$ cat config.mk
export PLATFORM = sky130hd
export DESIGN_NAME = module_quant_ctrl_flat
export DESIGN_NICKNAME = d
export VERILOG_FILES = /design/src/rtl/module_quant_ctrl_if.sv /design/src/rtl/module_quant_ctrl.sv /design/src/flat_wrapper.sv
export SDC_FILE = /design/constraint.sdc
export NUM_CORES = 2
export LEC_CHECK = 0
export BUFFER_PORTS_ARGS = -buffer_cell sky130_fd_sc_hd__buf_2
export CORE_MARGIN = 5
export CORE_UTILIZATION = 30
export CTS_BUF_LIST = sky130_fd_sc_hd__clkbuf_16
export DETAILED_ROUTE_END_ITERATION = 8
export GPL_TIMING_DRIVEN = 1
export SLEW_MARGIN = 10
export SYNTH_ARGS = -nofsm -noshare
export SYNTH_HDL_FRONTEND = slang
export SYNTH_SLANG_ARGS = --single-unit
export TNS_END_PERCENT = 10
$ cat constraint.sdc
create_clock -name clk -period 6.52 [get_ports clk]
set_input_delay 1.304 -clock clk [delete_from_list [all_inputs] [get_ports clk]]
set_output_delay 1.304 -clock clk [all_outputs]
set_load 0.005 [all_outputs]
$ cat src/rtl/module_quant_ctrl_if.sv
// Control/data handshake bundle between a host and the requantisation sequencer.
// The host side (job control, table config, upstream acc stream) uses the master
// modport; the sequencer uses the slave modport.
interface module_quant_ctrl_if #(
    parameter int CH_AW = 6,
    parameter int PIX_W = 12
);
    // parameter-table write port
    logic                    cfg_we;
    logic [CH_AW-1:0]        cfg_addr;
    logic signed [15:0]      cfg_scale;
    logic [3:0]              cfg_shift;
    logic [7:0]              cfg_zp;
    // job control
    logic                    start;
    logic [CH_AW-1:0]        ch_base;
    logic [CH_AW:0]          ch_num;
    logic [PIX_W-1:0]        pix_num;
    logic                    busy;
    logic                    done;
    // upstream acc-group handshake
    logic                    in_valid;
    logic                    in_ready;
    // datapath parameters
    logic signed [15:0]      q_scale;
    logic [3:0]              q_shift;
    logic [7:0]              q_zero_point;
    // result tagging, aligned with the datapath output
    logic                    out_valid;
    logic [CH_AW-1:0]        out_ch;
    logic                    out_last_pix;
    logic                    out_last;

    modport master (
        output cfg_we, cfg_addr, cfg_scale, cfg_shift, cfg_zp,
        output start, ch_base, ch_num, pix_num, in_valid,
        input  busy, done, in_ready,
        input  q_scale, q_shift, q_zero_point,
        input  out_valid, out_ch, out_last_pix, out_last
    );

    modport slave (
        input  cfg_we, cfg_addr, cfg_scale, cfg_shift, cfg_zp,
        input  start, ch_base, ch_num, pix_num, in_valid,
        output busy, done, in_ready,
        output q_scale, q_shift, q_zero_point,
        output out_valid, out_ch, out_last_pix, out_last
    );
endinterface

$ cat src/rtl/module_quant_ctrl.sv
// Sequencer for the 8-lane requantisation datapath. Holds a per-channel
// {scale, shift, zero_point} table, streams acc groups channel by channel,
// drains the datapath at every channel change so parameters never change
// under in-flight data, and tags results with channel / last flags that are
// delayed to line up with the datapath output.
module module_quant_ctrl #(
    parameter int CH_AW     = 6,
    parameter int PIX_W     = 12,
    parameter int QUANT_LAT = 3
) (
    input  logic               clk,
    input  logic               rst,
    module_quant_ctrl_if.slave bus
);

    localparam int DEPTH = 1 << CH_AW;
    localparam int TBL_W = 16 + 4 + 8;
    // drain counter runs 0..QUANT_LAT-1
    localparam int DW    = (QUANT_LAT > 1) ? $clog2(QUANT_LAT) : 1;

    typedef enum logic [2:0] {
        S_IDLE,
        S_LOAD,
        S_RUN,
        S_DRAIN,
        S_DONE
    } state_t;

    state_t               state_q;
    logic [CH_AW-1:0]     ch_idx_q;
    logic [CH_AW:0]       ch_left_q;
    logic [PIX_W-1:0]     pix_num_q;
    logic [PIX_W-1:0]     pix_cnt_q;
    logic [DW-1:0]        drain_cnt_q;
    logic                 busy_q;
    logic                 done_q;
    logic                 in_ready_q;

    logic                 accept_d;
    logic                 last_pix_d;
    logic                 last_job_d;

    logic [TBL_W-1:0]     tbl_mem [DEPTH];
    logic [TBL_W-1:0]     rd_data_q;

    // in_ready_q is only ever high in RUN, so an accept implies RUN
    assign accept_d   = bus.in_valid & in_ready_q;
    assign last_pix_d = (pix_cnt_q == (pix_num_q - PIX_W'(1)));
    assign last_job_d = last_pix_d && (ch_left_q == (CH_AW+1)'(1));

    // Parameter table write port; config is frozen while a job runs
    always_ff @(posedge clk) begin
        if (bus.cfg_we && (state_q == S_IDLE)) begin
            tbl_mem[bus.cfg_addr] <= {bus.cfg_scale, bus.cfg_shift, bus.cfg_zp};
        end
    end

    // Table read register doubles as the q_* parameter register: it only
    // loads in LOAD, so the values hold through RUN/DRAIN and after the job
    always_ff @(posedge clk) begin
        if (rst) begin
            rd_data_q <= '0;
        end else if (state_q == S_LOAD) begin
            rd_data_q <= tbl_mem[ch_idx_q];
        end
    end

    assign bus.q_scale      = rd_data_q[TBL_W-1 -: 16];
    assign bus.q_shift      = rd_data_q[11:8];
    assign bus.q_zero_point = rd_data_q[7:0];

    // Job sequencer with registered busy/done/in_ready
    always_ff @(posedge clk) begin
        if (rst) begin
            state_q     <= S_IDLE;
            ch_idx_q    <= '0;
            ch_left_q   <= '0;
            pix_num_q   <= '0;
            pix_cnt_q   <= '0;
            drain_cnt_q <= '0;
            busy_q      <= 1'b0;
            done_q      <= 1'b0;
            in_ready_q  <= 1'b0;
        end else begin
            done_q <= 1'b0;
            case (state_q)
                S_IDLE: begin
                    if (bus.start) begin
                        busy_q <= 1'b1;
                        if ((bus.ch_num == '0) || (bus.pix_num == '0)) begin
                            // empty job: report completion without touching the datapath
                            state_q <= S_DONE;
                            done_q  <= 1'b1;
                        end else begin
                            state_q   <= S_LOAD;
                            ch_idx_q  <= bus.ch_base;
                            ch_left_q <= bus.ch_num;
                            pix_num_q <= bus.pix_num;
                            pix_cnt_q <= '0;
                        end
                    end
                end
                S_LOAD: begin
                    state_q    <= S_RUN;
                    in_ready_q <= 1'b1;
                end
                S_RUN: begin
                    if (accept_d) begin
                        if (last_pix_d) begin
                            pix_cnt_q   <= '0;
                            in_ready_q  <= 1'b0;
                            drain_cnt_q <= '0;
                            state_q     <= S_DRAIN;
                        end else begin
                            pix_cnt_q <= pix_cnt_q + PIX_W'(1);
                        end
                    end
                end
                S_DRAIN: begin
                    // wait until the channel's last group has left the datapath
                    if (drain_cnt_q == DW'(QUANT_LAT - 1)) begin
                        if (ch_left_q != (CH_AW+1)'(1)) begin
                            ch_left_q <= ch_left_q - (CH_AW+1)'(1);
                            ch_idx_q  <= ch_idx_q + CH_AW'(1);
                            state_q   <= S_LOAD;
                        end else begin
                            state_q <= S_DONE;
                            done_q  <= 1'b1;
                        end
                    end else begin
                        drain_cnt_q <= drain_cnt_q + DW'(1);
                    end
                end
                S_DONE: begin
                    busy_q  <= 1'b0;
                    state_q <= S_IDLE;
                end
                default: begin
                    state_q <= S_IDLE;
                end
            endcase
        end
    end

    assign bus.busy     = busy_q;
    assign bus.done     = done_q;
    assign bus.in_ready = in_ready_q;

    // Tag pipeline matching the datapath latency, one register stage per cycle
    for (genvar gi = 0; gi < QUANT_LAT; gi++) begin : g_stage
        logic             vld_q;
        logic             lp_q;
        logic             last_q;
        logic [CH_AW-1:0] ch_q;

        if (gi == 0) begin : g_head
            // stage 0 captures the tag of the group accepted this cycle
            always_ff @(posedge clk) begin
                if (rst) begin
                    vld_q  <= 1'b0;
                    lp_q   <= 1'b0;
                    last_q <= 1'b0;
                    ch_q   <= '0;
                end else begin
                    vld_q  <= accept_d;
                    lp_q   <= accept_d & last_pix_d;
                    last_q <= accept_d & last_job_d;
                    ch_q   <= ch_idx_q;
                end
            end
        end else begin : g_tail
            // later stages just shift the tag along
            always_ff @(posedge clk) begin
                if (rst) begin
                    vld_q  <= 1'b0;
                    lp_q   <= 1'b0;
                    last_q <= 1'b0;
                    ch_q   <= '0;
                end else begin
                    vld_q  <= g_stage[gi-1].vld_q;
                    lp_q   <= g_stage[gi-1].lp_q;
                    last_q <= g_stage[gi-1].last_q;
                    ch_q   <= g_stage[gi-1].ch_q;
                end
            end
        end
    end

    assign bus.out_valid    = g_stage[QUANT_LAT-1].vld_q;
    assign bus.out_ch       = g_stage[QUANT_LAT-1].ch_q;
    assign bus.out_last_pix = g_stage[QUANT_LAT-1].lp_q;
    assign bus.out_last     = g_stage[QUANT_LAT-1].last_q;

endmodule

$ cat src/flat_wrapper.sv
// flat-port wrapper written by rule: the top's interface ports become plain ports
module module_quant_ctrl_flat 
#(
    parameter int CH_AW     = 6,
    parameter int PIX_W     = 12,
    parameter int QUANT_LAT = 3
)
  (clk, rst, bus_cfg_we, bus_cfg_addr, bus_cfg_scale, bus_cfg_shift, bus_cfg_zp, bus_start, bus_ch_base, bus_ch_num, bus_pix_num, bus_in_valid, bus_busy, bus_done, bus_in_ready, bus_q_scale, bus_q_shift, bus_q_zero_point, bus_out_valid, bus_out_ch, bus_out_last_pix, bus_out_last);
  module_quant_ctrl_if #(.CH_AW(CH_AW), .PIX_W(PIX_W)) bus_i ();
  input  logic clk;
  input  logic rst;
  input wire logic [$bits(bus_i.cfg_we)-1:0] bus_cfg_we;
  input wire logic [$bits(bus_i.cfg_addr)-1:0] bus_cfg_addr;
  input wire logic [$bits(bus_i.cfg_scale)-1:0] bus_cfg_scale;
  input wire logic [$bits(bus_i.cfg_shift)-1:0] bus_cfg_shift;
  input wire logic [$bits(bus_i.cfg_zp)-1:0] bus_cfg_zp;
  input wire logic [$bits(bus_i.start)-1:0] bus_start;
  input wire logic [$bits(bus_i.ch_base)-1:0] bus_ch_base;
  input wire logic [$bits(bus_i.ch_num)-1:0] bus_ch_num;
  input wire logic [$bits(bus_i.pix_num)-1:0] bus_pix_num;
  input wire logic [$bits(bus_i.in_valid)-1:0] bus_in_valid;
  output wire logic [$bits(bus_i.busy)-1:0] bus_busy;
  output wire logic [$bits(bus_i.done)-1:0] bus_done;
  output wire logic [$bits(bus_i.in_ready)-1:0] bus_in_ready;
  output wire logic [$bits(bus_i.q_scale)-1:0] bus_q_scale;
  output wire logic [$bits(bus_i.q_shift)-1:0] bus_q_shift;
  output wire logic [$bits(bus_i.q_zero_point)-1:0] bus_q_zero_point;
  output wire logic [$bits(bus_i.out_valid)-1:0] bus_out_valid;
  output wire logic [$bits(bus_i.out_ch)-1:0] bus_out_ch;
  output wire logic [$bits(bus_i.out_last_pix)-1:0] bus_out_last_pix;
  output wire logic [$bits(bus_i.out_last)-1:0] bus_out_last;
  assign bus_i.cfg_we = bus_cfg_we;
  assign bus_i.cfg_addr = bus_cfg_addr;
  assign bus_i.cfg_scale = bus_cfg_scale;
  assign bus_i.cfg_shift = bus_cfg_shift;
  assign bus_i.cfg_zp = bus_cfg_zp;
  assign bus_i.start = bus_start;
  assign bus_i.ch_base = bus_ch_base;
  assign bus_i.ch_num = bus_ch_num;
  assign bus_i.pix_num = bus_pix_num;
  assign bus_i.in_valid = bus_in_valid;
  assign bus_busy = bus_i.busy;
  assign bus_done = bus_i.done;
  assign bus_in_ready = bus_i.in_ready;
  assign bus_q_scale = bus_i.q_scale;
  assign bus_q_shift = bus_i.q_shift;
  assign bus_q_zero_point = bus_i.q_zero_point;
  assign bus_out_valid = bus_i.out_valid;
  assign bus_out_ch = bus_i.out_ch;
  assign bus_out_last_pix = bus_i.out_last_pix;
  assign bus_out_last = bus_i.out_last;
  module_quant_ctrl #(.CH_AW(CH_AW), .PIX_W(PIX_W), .QUANT_LAT(QUANT_LAT)) u_core (.clk(clk), .rst(rst), .bus(bus_i));
endmodule
==> qor.txt <==
========================================================================================================
Commonest cells in the netlist                                                              sky130_fd_sc_hd__edfxtp_1 (1792), sky130_fd_sc_hd__mux4_2 (462), sky130_fd_sc_hd__nor2_1 (144)
PostCTS Resize Cnt                                                                                     0
Total gr overflow                                                                                      0
Share of flip-flops with an asynchronous set or reset                                                  0
Quantity of I/O buffers inserted on ports                                                            103
Final worst path period need                                                                     4.33 ns
Layout overhead on the synthesized area                                                            15.1%
DRC errors left                                                                                        0
Result of the run                                                                           finished, final reports clean
Required time of the critical path                                                               6.93 ns
Buffer depth of the longest clock path                                                                 3
CTS tree                                                                                             yes
# hold bufs at CTS                                                                                     0
Overall power consumption                                                                        26.3 mW
Post-synthesis cell area                                                                      72700 um^2
Synthesized flop and latch total                                                                    1892
Maximum ir drop on the vdd rail                                                                   299 uV
Antenna violations before repair                                                                      33
Die ar.                                                                                      252000 um^2
Post-route antenna net violation count                                                                 0
Slew Viols, Final                                                                                      0
Most frequently used flop master after synthesis                                            sky130_fd_sc_hd__edfxtp_1
Yosys warnings                                                                                         0
Worst min path class                                                                             reg2reg
Min-Delay Startpoint                                                                        u_core.g_stage[1].ch_q[2]
Final wirelength                                                                               195000 um
Number of placed cells counting well taps                                                           6551
Width of the chip                                                                                 502 um
Number of iterations in the first detailed-routing pass                                                6
Most instantiated library cell after synthesis                                              sky130_fd_sc_hd__edfxtp_1
GPL Wtd Cong                                                                                       0.853
Final design utilization                                                                           0.347
Critical path launch point                                                                  u_core.state_q[0]
Leakage                                                                                          25.4 nW
Beginning of the worst register-to-register path                                            u_core.state_q[0]
Worst setup skew after layout                                                                  0.0468 ns
Critical path endpoint category                                                                flip-flop
WL/cell                                                                                          28.3 um
Global-route wire length before repair                                                         273000 um
Post-CTS clock slew at the launch and capture registers of the worst setup and hold paths        0.06 ns
CTS H-Tree Depth                                                                                       4
Worst max-slew margin expressed relative to the limit                                              0.212
Share of the clock period used by the worst path                                                   0.664
Pwr Density                                                                                  315 nW/um^2
Post-CTS setup repair buffer count                                                                     0
Number of top-level pins                                                                             104
Row cnt                                                                                              180
Sequential cell area fraction in the yosys report                                                  0.768
Setup repair after global routing missed its margin                                                   no
Most area-hungry cell type in the Yosys netlist                                             sky130_fd_sc_hd__edfxtp_1
Worst skew pair latency                                                                          0.83 ns
Drt initial violations                                                                              4260
Non-Filler Instances                                                                                6895
Yosys cell types                                                                                      66
Final Hold Vio Count                                                                                   0
Worst Path Arrival                                                                               4.73 ns
Clock buffer count from CTS                                                                          189
Synthesized area divided by synthesized cell count                                             21.4 um^2
Effective utilization at floorplan                                                                 0.302
Startpoint-to-endpoint class of the critical path                                                reg2reg
Post-synth top area share                                                                          0.741
Synth area leaders                                                                          sky130_fd_sc_hd__edfxtp_1 (74%), sky130_fd_sc_hd__mux4_2 (14%), sky130_fd_sc_hd__dfxtp_1 (2.8%)
Startpoint Class                                                                               flip-flop
Transition time at the pin with the least slew margin                                            1.18 ns
Number of sinks handled by clock tree synthesis                                                     1892
Synthesized instance count                                                                          3394
Net Count, Synth                                                                                    3464
Number of global-route vias before repair                                                          35200
Clk root buf                                                                                sky130_fd_sc_hd__clkbuf_16
Post-layout net count                                                                               3627
HPWL after DPL                                                                                 115000 um
Final-layout fill cell count                                                                       22100
Max-cap violation count                                                                                0
Setup-failing EPs final                                                                                0
Post-synth EDFFs                                                                                    1792
Largest net degree at the start of global routing                                                     86
Layout cell share with drive strength beyond 1                                                     0.265
Max Clock Freq                                                                                 0.231 GHz
Number of vias in the routed layout                                                                35600
Final-layout setup total negative slack                                                             0 ns
Ratio of routed vias to standard cells                                                              5.16
GRT Overall Usage                                                                                  0.152
Placeable core area                                                                          241000 um^2
Highest fanout seen on the critical path                                                              28
Die H                                                                                             502 um
Fin Hold WS                                                                                     0.432 ns
========================================================================================================
## area by class of cell
| cell class | instances | area, um^2 | share of cell area |
|---|---|---|---|
| diodes | 3 | 7.51 | 0.0000898 |
| clock buffers | 191 | 4780 | 0.0572 |
| clock inverters | 150 | 1380 | 0.0165 |
| inverters | 14 | 55.1 | 0.000658 |
| multi-input cells | 1295 | 16400 | 0.196 |
| flip-flops and latches | 1892 | 55800 | 0.668 |
| well taps | 3185 | 3990 | 0.0477 |
| repair buffers | 165 | 1160 | 0.0139 |
## stage by stage
stage                     instance area [um^2]  setup WS (ns)
after floorplan                          72700           2.78
after global placement                   77400           2.23
after detailed placement                 77400           2.23
after CTS                                83600           2.16
after global routing                     83600           2.09
final                                    83600           2.19
## worst paths after layout
| path | to | slack, ns | cells past startpoint |
|---|---|---|---|
| setup / recovery | u_core.tbl_mem[30][23] | 2.19 | 6 |
| hold / removal | u_core.bus.out_ch[2] | 0.43 | 1 |
| setup reg to reg | u_core.tbl_mem[30][23] | 2.19 | 6 |
| hold reg to reg | u_core.bus.out_ch[2] | 0.43 | 1 |
## routing by layer
| metal | part of all wire | vias to the layer above | global-route usage |
|---|---|---|---|
| li1 | - | 14600 | - |
| met1 | 0.40 | 19100 | 0.208 |
| met2 | 0.46 | 1560 | 0.236 |
| met3 | 0.10 | 259 | 0.0439 |
| met4 | 0.029 | 16 | 0.0449 |
| met5 | 0.00041 | - | 0 |
## cell families after synthesis
| family | synth area share |
|---|---|
| AOI/OAI and AO/OA | 0.0289 |
| and+or+nand+nor | 0.0256 |
| muxes | 0.162 |
| adders and majority gates | 0.00103 |
| buffers and inverters | 0.0129 |
| xor gates and xnor gates | 0.00181 |
| DFF | 0.768 |
## power breakdown
part	switching, mW	leakage [nW]	internal [mW]
sequential	0.114	16.9	13.4
clock	4.69	3.13	6.03
combinational	1.36	5.36	0.765
total	6.16	25.4	20.2
## state kept, by name (all words and copies together), names as in the netlist, 3 cells and up
signal,flops
u_core.ch_left_q,7
u_core.pix_num_q,12
u_core.ch_idx_q,6
u_core.tbl_mem,1792
u_core.g_stage.ch_q,12
u_core.pix_cnt_q,12
u_core.state_q,3
u_core.rd_data_q,28
u_core.bus.out_ch,6
## cell usage in the layout (no fill, tap or decap), drive strengths merged, types with 7 or more instances in the layout
| master | instances |
|---|---|
| edfxtp | 1792 |
| mux4 | 462 |
| clkbuf | 191 |
| buf | 165 |
| nor2 | 144 |
| mux2i | 129 |
| dfxtp | 100 |
| clkinv | 89 |
| nand2 | 63 |
| inv | 55 |
| o21ai | 54 |
| a21oi | 41 |
| a22oi | 38 |
| nor2b | 38 |
| a221oi | 26 |
| nor3 | 25 |
| nand3 | 25 |
| nor4 | 22 |
| o221ai | 21 |
| o22ai | 20 |
| a31oi | 19 |
| a211oi | 17 |
| bufinv | 17 |
| a211o | 16 |
| xnor2 | 12 |
| nand2b | 11 |
| and3 | 10 |
| nand3b | 10 |
| o21bai | 8 |
| a22o | 8 |
| and2 | 7 |
## worst max-delay path: stages, from the launching register on
cell and delay [ns]:
sky130_fd_sc_hd__dfxtp_1 0.40, sky130_fd_sc_hd__or2_2 0.36, sky130_fd_sc_hd__nor2_1 0.89, sky130_fd_sc_hd__nand2_1 0.16, sky130_fd_sc_hd__nor2_1 0.27, sky130_fd_sc_hd__nand3_2 0.68, sky130_fd_sc_hd__nor2_4 1.08
Note: power is estimated with default switching activity, not from simulation.
